`src/rtl/calc_sequencer_if.sv`:
```
// Token, ALU and display signals of the calculator sequencer.
// The slave modport is the sequencer's view; master is the surrounding logic.
interface calc_sequencer_if #(parameter int WIDTH = 16);
  logic [4:0]       i_data;
  logic             i_valid;
  logic             o_ready;
  logic             o_alu_start;
  logic [1:0]       o_alu_op;
  logic [WIDTH-1:0] o_alu_a;
  logic [WIDTH-1:0] o_alu_b;
  logic             i_alu_done;
  logic [WIDTH-1:0] i_alu_result;
  logic             i_alu_err;
  logic [WIDTH-1:0] o_display;
  logic             o_error;
  logic             o_busy;

  modport slave (
    input  i_data, i_valid, i_alu_done, i_alu_result, i_alu_err,
    output o_ready, o_alu_start, o_alu_op, o_alu_a, o_alu_b,
           o_display, o_error, o_busy
  );

  modport master (
    output i_data, i_valid, i_alu_done, i_alu_result, i_alu_err,
    input  o_ready, o_alu_start, o_alu_op, o_alu_a, o_alu_b,
           o_display, o_error, o_busy
  );
endinterface

```
`src/rtl/calc_sequencer.sv`:
```
// Calculator control FSM: operand entry, operator latching and ALU sequencing.
// Optional macro CALC_CHAIN_OPS_EN: an operator typed after B executes the pending op.
//
// state   | meaning
// A_ENTRY | entering left operand A
// OP_WAIT | operator latched, waiting for first digit of B
// B_ENTRY | entering right operand B
// EXEC    | ALU operation in flight (start pulse on first cycle)
// RESULT  | result shown, A holds it
// ERROR   | ALU reported an error; only AC leaves
module calc_sequencer #(
  parameter int WIDTH = 16
) (
  input logic             clk,
  input logic             rst_n,
  calc_sequencer_if.slave bus
);

  typedef enum logic [2:0] {
    A_ENTRY, OP_WAIT, B_ENTRY, EXEC, RESULT, ERROR
  } state_t;

  state_t           state_q, state_d;
  logic [WIDTH-1:0] a_q, a_d;
  logic [WIDTH-1:0] b_q, b_d;
  logic [1:0]       op_q, op_d;
  logic [WIDTH-1:0] disp_q, disp_d;
  logic             err_q, err_d;
  logic             first_q, first_d;
`ifdef CALC_CHAIN_OPS_EN
  logic             chain_q, chain_d;
  logic [1:0]       chain_op_q, chain_op_d;
`endif

  logic [4:0]       tok;
  logic             accept;
  logic             is_digit, is_op, is_ac, is_eq;
  logic [1:0]       tok_op;
  logic [WIDTH-1:0] digit_w;
  logic [WIDTH-1:0] a_next, b_next;

  // Overflowing digits are dropped silently, leaving the operand untouched.
  function automatic logic [WIDTH-1:0] append_digit(input logic [WIDTH-1:0] acc,
                                                    input logic [3:0] d);
    logic [WIDTH+3:0] ext;
    ext = (WIDTH+4)'(acc) * (WIDTH+4)'(10) + (WIDTH+4)'(d);
    if (ext[WIDTH+3:WIDTH] != 4'd0) return acc;
    return ext[WIDTH-1:0];
  endfunction

  always_comb begin
    tok      = bus.i_data;
    accept   = bus.i_valid && (state_q != EXEC);
    is_digit = tok < 5'd10;
    is_op    = (tok >= 5'd17) && (tok <= 5'd20);
    is_ac    = tok == 5'd16;
    is_eq    = tok == 5'd21;
    tok_op   = 2'(tok - 5'd17);
    digit_w  = WIDTH'(tok[3:0]);
    a_next   = append_digit(a_q, tok[3:0]);
    b_next   = append_digit(b_q, tok[3:0]);
  end

  always_comb begin
    state_d = state_q;
    a_d     = a_q;
    b_d     = b_q;
    op_d    = op_q;
    disp_d  = disp_q;
    err_d   = err_q;
    first_d = 1'b0;
`ifdef CALC_CHAIN_OPS_EN
    chain_d    = chain_q;
    chain_op_d = chain_op_q;
`endif
    if (accept && is_ac) begin
      state_d = A_ENTRY;
      a_d     = '0;
      b_d     = '0;
      op_d    = 2'd0;
      disp_d  = '0;
      err_d   = 1'b0;
    end else begin
      case (state_q)
        A_ENTRY: begin
          if (accept && is_digit) begin
            a_d    = a_next;
            disp_d = a_next;
          end else if (accept && is_op) begin
            op_d    = tok_op;
            state_d = OP_WAIT;
          end
        end
        OP_WAIT: begin
          if (accept && is_digit) begin
            b_d     = digit_w;
            disp_d  = digit_w;
            state_d = B_ENTRY;
          end else if (accept && is_op) begin
            op_d = tok_op;
          end else if (accept && is_eq) begin
            b_d     = a_q;
            state_d = EXEC;
            first_d = 1'b1;
          end
        end
        B_ENTRY: begin
          if (accept && is_digit) begin
            b_d    = b_next;
            disp_d = b_next;
          end else if (accept && is_eq) begin
            state_d = EXEC;
            first_d = 1'b1;
          end
`ifdef CALC_CHAIN_OPS_EN
          else if (accept && is_op) begin
            chain_d    = 1'b1;
            chain_op_d = tok_op;
            state_d    = EXEC;
            first_d    = 1'b1;
          end
`endif
        end
        EXEC: begin
          // Done in the start cycle cannot belong to this request.
          if (!first_q && bus.i_alu_done) begin
            if (bus.i_alu_err) begin
              err_d   = 1'b1;
              disp_d  = '0;
              state_d = ERROR;
            end else begin
              a_d     = bus.i_alu_result;
              disp_d  = bus.i_alu_result;
              state_d = RESULT;
`ifdef CALC_CHAIN_OPS_EN
              if (chain_q) begin
                op_d    = chain_op_q;
                state_d = OP_WAIT;
              end
`endif
            end
`ifdef CALC_CHAIN_OPS_EN
            chain_d = 1'b0;
`endif
          end
        end
        RESULT: begin
          if (accept && is_digit) begin
            a_d     = digit_w;
            disp_d  = digit_w;
            state_d = A_ENTRY;
          end else if (accept && is_op) begin
            op_d    = tok_op;
            state_d = OP_WAIT;
          end
        end
        ERROR: ;
        default: state_d = A_ENTRY;
      endcase
    end
  end

  always_ff @(posedge clk) begin
    if (!rst_n) begin
      state_q <= A_ENTRY;
      a_q     <= '0;
      b_q     <= '0;
      op_q    <= 2'd0;
      disp_q  <= '0;
      err_q   <= 1'b0;
      first_q <= 1'b0;
`ifdef CALC_CHAIN_OPS_EN
      chain_q    <= 1'b0;
      chain_op_q <= 2'd0;
`endif
    end else begin
      state_q <= state_d;
      a_q     <= a_d;
      b_q     <= b_d;
      op_q    <= op_d;
      disp_q  <= disp_d;
      err_q   <= err_d;
      first_q <= first_d;
`ifdef CALC_CHAIN_OPS_EN
      chain_q    <= chain_d;
      chain_op_q <= chain_op_d;
`endif
    end
  end

  assign bus.o_ready     = state_q != EXEC;
  assign bus.o_busy      = state_q == EXEC;
  assign bus.o_alu_start = first_q;
  assign bus.o_alu_op    = op_q;
  assign bus.o_alu_a     = a_q;
  assign bus.o_alu_b     = b_q;
  assign bus.o_display   = disp_q;
  assign bus.o_error     = err_q;

endmodule

```
`src/flat_wrapper.sv`:
```
// flat-port wrapper written by rule: the top's interface ports become plain ports
module calc_sequencer_flat 
#(
  parameter int WIDTH = 16
)
  (clk, rst_n, bus_i_data, bus_i_valid, bus_i_alu_done, bus_i_alu_result, bus_i_alu_err, bus_o_ready, bus_o_alu_start, bus_o_alu_op, bus_o_alu_a, bus_o_alu_b, bus_o_display, bus_o_error, bus_o_busy);
  calc_sequencer_if #(.WIDTH(WIDTH)) bus_i ();
  input logic clk;
  input logic rst_n;
  input wire logic [$bits(bus_i.i_data)-1:0] bus_i_data;
  input wire logic [$bits(bus_i.i_valid)-1:0] bus_i_valid;
  input wire logic [$bits(bus_i.i_alu_done)-1:0] bus_i_alu_done;
  input wire logic [$bits(bus_i.i_alu_result)-1:0] bus_i_alu_result;
  input wire logic [$bits(bus_i.i_alu_err)-1:0] bus_i_alu_err;
  output wire logic [$bits(bus_i.o_ready)-1:0] bus_o_ready;
  output wire logic [$bits(bus_i.o_alu_start)-1:0] bus_o_alu_start;
  output wire logic [$bits(bus_i.o_alu_op)-1:0] bus_o_alu_op;
  output wire logic [$bits(bus_i.o_alu_a)-1:0] bus_o_alu_a;
  output wire logic [$bits(bus_i.o_alu_b)-1:0] bus_o_alu_b;
  output wire logic [$bits(bus_i.o_display)-1:0] bus_o_display;
  output wire logic [$bits(bus_i.o_error)-1:0] bus_o_error;
  output wire logic [$bits(bus_i.o_busy)-1:0] bus_o_busy;
  assign bus_i.i_data = bus_i_data;
  assign bus_i.i_valid = bus_i_valid;
  assign bus_i.i_alu_done = bus_i_alu_done;
  assign bus_i.i_alu_result = bus_i_alu_result;
  assign bus_i.i_alu_err = bus_i_alu_err;
  assign bus_o_ready = bus_i.o_ready;
  assign bus_o_alu_start = bus_i.o_alu_start;
  assign bus_o_alu_op = bus_i.o_alu_op;
  assign bus_o_alu_a = bus_i.o_alu_a;
  assign bus_o_alu_b = bus_i.o_alu_b;
  assign bus_o_display = bus_i.o_display;
  assign bus_o_error = bus_i.o_error;
  assign bus_o_busy = bus_i.o_busy;
  calc_sequencer #(.WIDTH(WIDTH)) u_core (.clk(clk), .rst_n(rst_n), .bus(bus_i));
endmodule
```
`config.mk`:
```
export PLATFORM = sky130hd
export DESIGN_NAME = calc_sequencer_flat
export DESIGN_NICKNAME = d
export VERILOG_FILES = /design/src/rtl/calc_sequencer_if.sv /design/src/rtl/calc_sequencer.sv /design/src/flat_wrapper.sv
export SDC_FILE = /design/constraint.sdc
export NUM_CORES = 1
export LEC_CHECK = 0
export BUFFER_PORTS_ARGS = -buffer_cell sky130_fd_sc_hd__buf_4
export CAP_MARGIN = 10
export CORE_MARGIN = 5
export CORE_UTILIZATION = 35
export DETAILED_ROUTE_END_ITERATION = 16
export REMOVE_ABC_BUFFERS = 1
export SLEW_MARGIN = 20
export SYNTH_ARGS = -nofsm -noshare
export SYNTH_HDL_FRONTEND = slang
export SYNTH_SLANG_ARGS = --single-unit
```
`constraint.sdc`:
```
create_clock -name clk -period 12 [get_ports clk]
set_input_delay 1.8 -clock clk [delete_from_list [all_inputs] [get_ports clk]]
set_output_delay 1.8 -clock clk [all_outputs]
set_load 0.03 [all_outputs]
```
==> reports/metrics.cfg <==
[status]
status = complete, no violations

[yosys]
synth_flop_cell = dfxtp_1
synth_cell_types = 85
synth_xor_area_share_pct = 5.52
syn_area_per_cell_um2 = 7.76
muxShareOfSynthArea_pct = 4.15
ys_seq_area_share_pct = 18.7
postSynth.asyncResetShare_pct = 0
ys_ff_latch = 55
synth_top_area_share_pct = 18.7
synth_top_family_by_area = compound AO/OA/AOI/OAI gates
yosys.area_share.simple_pct = 21.8
syn_inst = 757
yosysTopAreaCell = dfxtp_1
synth_edf_count = 0
synth_area_leaders = dfxtp_1, ha_1, a21oi_1
netlist_area_mm2 = 0.00587
synthAdderAreaFrac_pct = 15.0
synth_compound_area_share_pct = 30.8
yosysWarnings = 0

[critical_path]
crit_path_end_kind = flip-flop
critical_path.max_fanout = 20
cp.depth = 14
cp.arrival_ns = 4.91
path_common_cell = buf_4
setup.worst_path.end = u_core.bus.o_alu_a[4]
path_delay_family = compound AO/OA/AOI/OAI gates
rrSetupSlack_ns = 7.36
reg2reg_to = u_core.bus.o_display[2]
worstSetupPathType = in2reg
reg2reg_depth = 13
slowest_delay_ns = 0.41
slowest_stage = fa_1
path_buf_inv = 3
cp_cell_sequence = buf_4 > ha_1 > inv_1 > fa_1 > nor2b_1 > o21ai_0 > nand4bb_1 > a211oi_2 > a211oi_1 > mux2i_2 > buf_4 > mux2_2 > a221oi_1 > nor2_1
cp.required_ns = 12.18
reg2reg_from = u_core.bus.o_alu_b[1]
critPathLaunchType = input port
cp-startpoint = bus_i_data[1]

[detailed_routing]
wl_um = 18700
detail_route.vias_per_cell = 5.71
antenna_left = 0
wire_per_inst_um = 18.0
drcViolationCount = 0
drt_iter0_markers = 459
first_pass_iters = 5
vias = 5919

[floorplan]
pin_count = 80
rows = 47
die_y_um = 140
core_mm2 = 0.0165
dieArea_mm2 = 0.0195
die_w_um = 140
initial_utilization_pct = 35.5

[placement]
gp_congestion = 0.887
numPortBuffers = 79
dpl.hpwl_um = 14400

[flow_run]
drv_cap = 0

[power]
peakVddDrop_v = 0.0000547
powerDensity_mw_per_mm2 = 73.0
p_leak_nw = 2.98

[finish]
fin_nets = 910
layout-drive-gt1-share_pct = 16.3
final_cell_mix = buf_4, nand2_1, a21oi_1, ha_1, nor2_1
n_antenna_cell = 0
post-route-util_pct = 41.2
syn_to_final_growth_pct = 16.0
layout_commonest_cell = buf_4

[global_route]
grt_pass1_wl_um = 30400
grt_pass1_vias = 5655
grt_max_degree = 33
grt_overflow = 0
track_usage_pct = 18.7
antenna_found_initial = 0

[clock_network]
cts_buffer_depth = 2
cts-buffers-inserted = 5
ctsHtreeMaxLevel = 2
hold_buffers = 0
root_buffer = clkbuf_16
cts_sinks = 55
cts_resized = 0
cts_setup_buffers = 0
tritoncts = built
clk_pin_slew_ns = 0.07
clock_latency_ns = 0.29

[sta]
fin_crit_sh_pct = 39.4
grt_setup_unrepaired = false
hold_viol = 0
slew_viol_final = 0
worst_pin_slew_ns = 0.953
finClkSkew_ns = 0.00318
post-route-min-period_ns = 4.73
max_freq_mhz = 211
slew_headroom_pct = 35.7
tns_ns = 0
finalSetupViolCount = 0

[min_path]
hold_path.class = reg2reg

## worst reg2reg max path: cells and delay by family (launching register included)
| kind | cells | cell delay, ns |
|---|---|---|
| AO/OA/AOI/OAI | 7 | 1.98 |
| adder cells (fa/ha/maj) | 3 | 0.93 |
| flip-flops | 1 | 0.49 |
| multiplexers | 1 | 0.66 |
| AND/OR/NAND/NOR | 2 | 0.49 |
## metal layers
metal | global-route usage [%] | wire (um) | up-vias
met2 | 30.6 | 8410 | 176
met4 | 2.55 | 123 | 0
met1 | 26.7 | 9010 | 2754
li1 | - | - | 2978
met5 | 0 | 0 | -
met3 | 3.05 | 1110 | 11
## synth_stat cells, types with 4 or more instances
library cell  count
a211o_1           4
a211oi_1          7
a211oi_2          4
a21o_1            8
a21oi_1          74
a221oi_1          8
a22o_1            5
a311oi_1          7
a31o_1            5
a31oi_1          27
and3_1           10
buf_1             4
clkbuf_1         27
dfxtp_1          55
fa_1              4
ha_1             64
inv_1            22
mux2_2            6
mux2i_1          15
nand2_1          74
nand2b_1         10
nand3_1          15
nand4b_1          4
nor2_1           61
nor2b_1          13
nor3_1           10
nor4_1           10
o211ai_1          9
o21a_1            4
o21ai_0          42
o21ai_1           8
o22ai_1           7
o31ai_1           9
or2_2             6
or3_1             8
xnor2_1          16
xor2_1           21
## cell families (layout without fill, tap and decap cells)
logic type               count (synthesis)  after routing
AO/OA/AOI/OAI                          266            266
AND/OR/NAND/NOR                        250            250
adder cells (fa/ha/maj)                 68             68
buffers and inverters                   58            117
flip-flops                              55             55
XOR/XNOR                                37             37
multiplexers                            23             23
## through the flow
stage / instances / total power, mW / worst slack, ns / instance area (um^2) / hold WS (ns)
2_1_floorplan: 721 / 0.302 / 6.73 / 5720 / 0.577
3_3_place_gp: 1029 / 0.352 / 6.92 / 6670 / 0.452
3_5_place_dp: 1029 / 0.352 / 6.89 / 6670 / 0.455
4_1_cts: 1036 / 0.501 / 7.12 / 6810 / 0.474
5_1_grt: 1036 / 0.527 / 7.02 / 6820 / 0.503
6_report: 1036 / 0.498 / 7.27 / 6820 / 0.479
## how the worst min path moves through the flow
| stage | start | to | slack, ns | depth (start not counted) |
|---|---|---|---|---|
| after CTS | u_core.bus.o_display[15] | u_core.bus.o_display[15] | 0.47 | 2 |
| final | u_core.bus.o_display[15] | u_core.bus.o_display[15] | 0.48 | 2 |
| after global routing | u_core.bus.o_display[15] | u_core.bus.o_display[15] | 0.50 | 2 |
| after floorplan | u_core.bus.o_display[15] | u_core.bus.o_display[15] | 0.58 | 2 |
| after detailed placement | u_core.bus.o_display[15] | u_core.bus.o_display[15] | 0.45 | 2 |
| after global placement | u_core.bus.o_display[15] | u_core.bus.o_display[15] | 0.45 | 2 |
## power breakdown
part           internal, mW  switching (mW)
registers             0.189          0.0109
logic                0.0603          0.0888
clock network        0.0818          0.0669
total                 0.331           0.166
## state kept, by name, summed over array words and instances (netlist names)
name                    count
u_core.bus.o_alu_a         16
u_core.bus.o_alu_b         16
u_core.bus.o_display       16
u_core.state_q              3
u_core.bus.o_alu_op         2
u_core.bus.o_alu_start      1
u_core.bus.o_error          1
## cell type report
cell class,count,area [um^2]
Clock buffer,6,139
Clock inverter,1,5.00
Fill cell,1713,9710
Inverter,22,82.6
Multi-Input combinational cell,644,4550
Sequential cell,55,1100
Tap cell,220,275
Timing Repair Buffer,88,661
No activity file was read; power rests on OpenSTA's default activity.
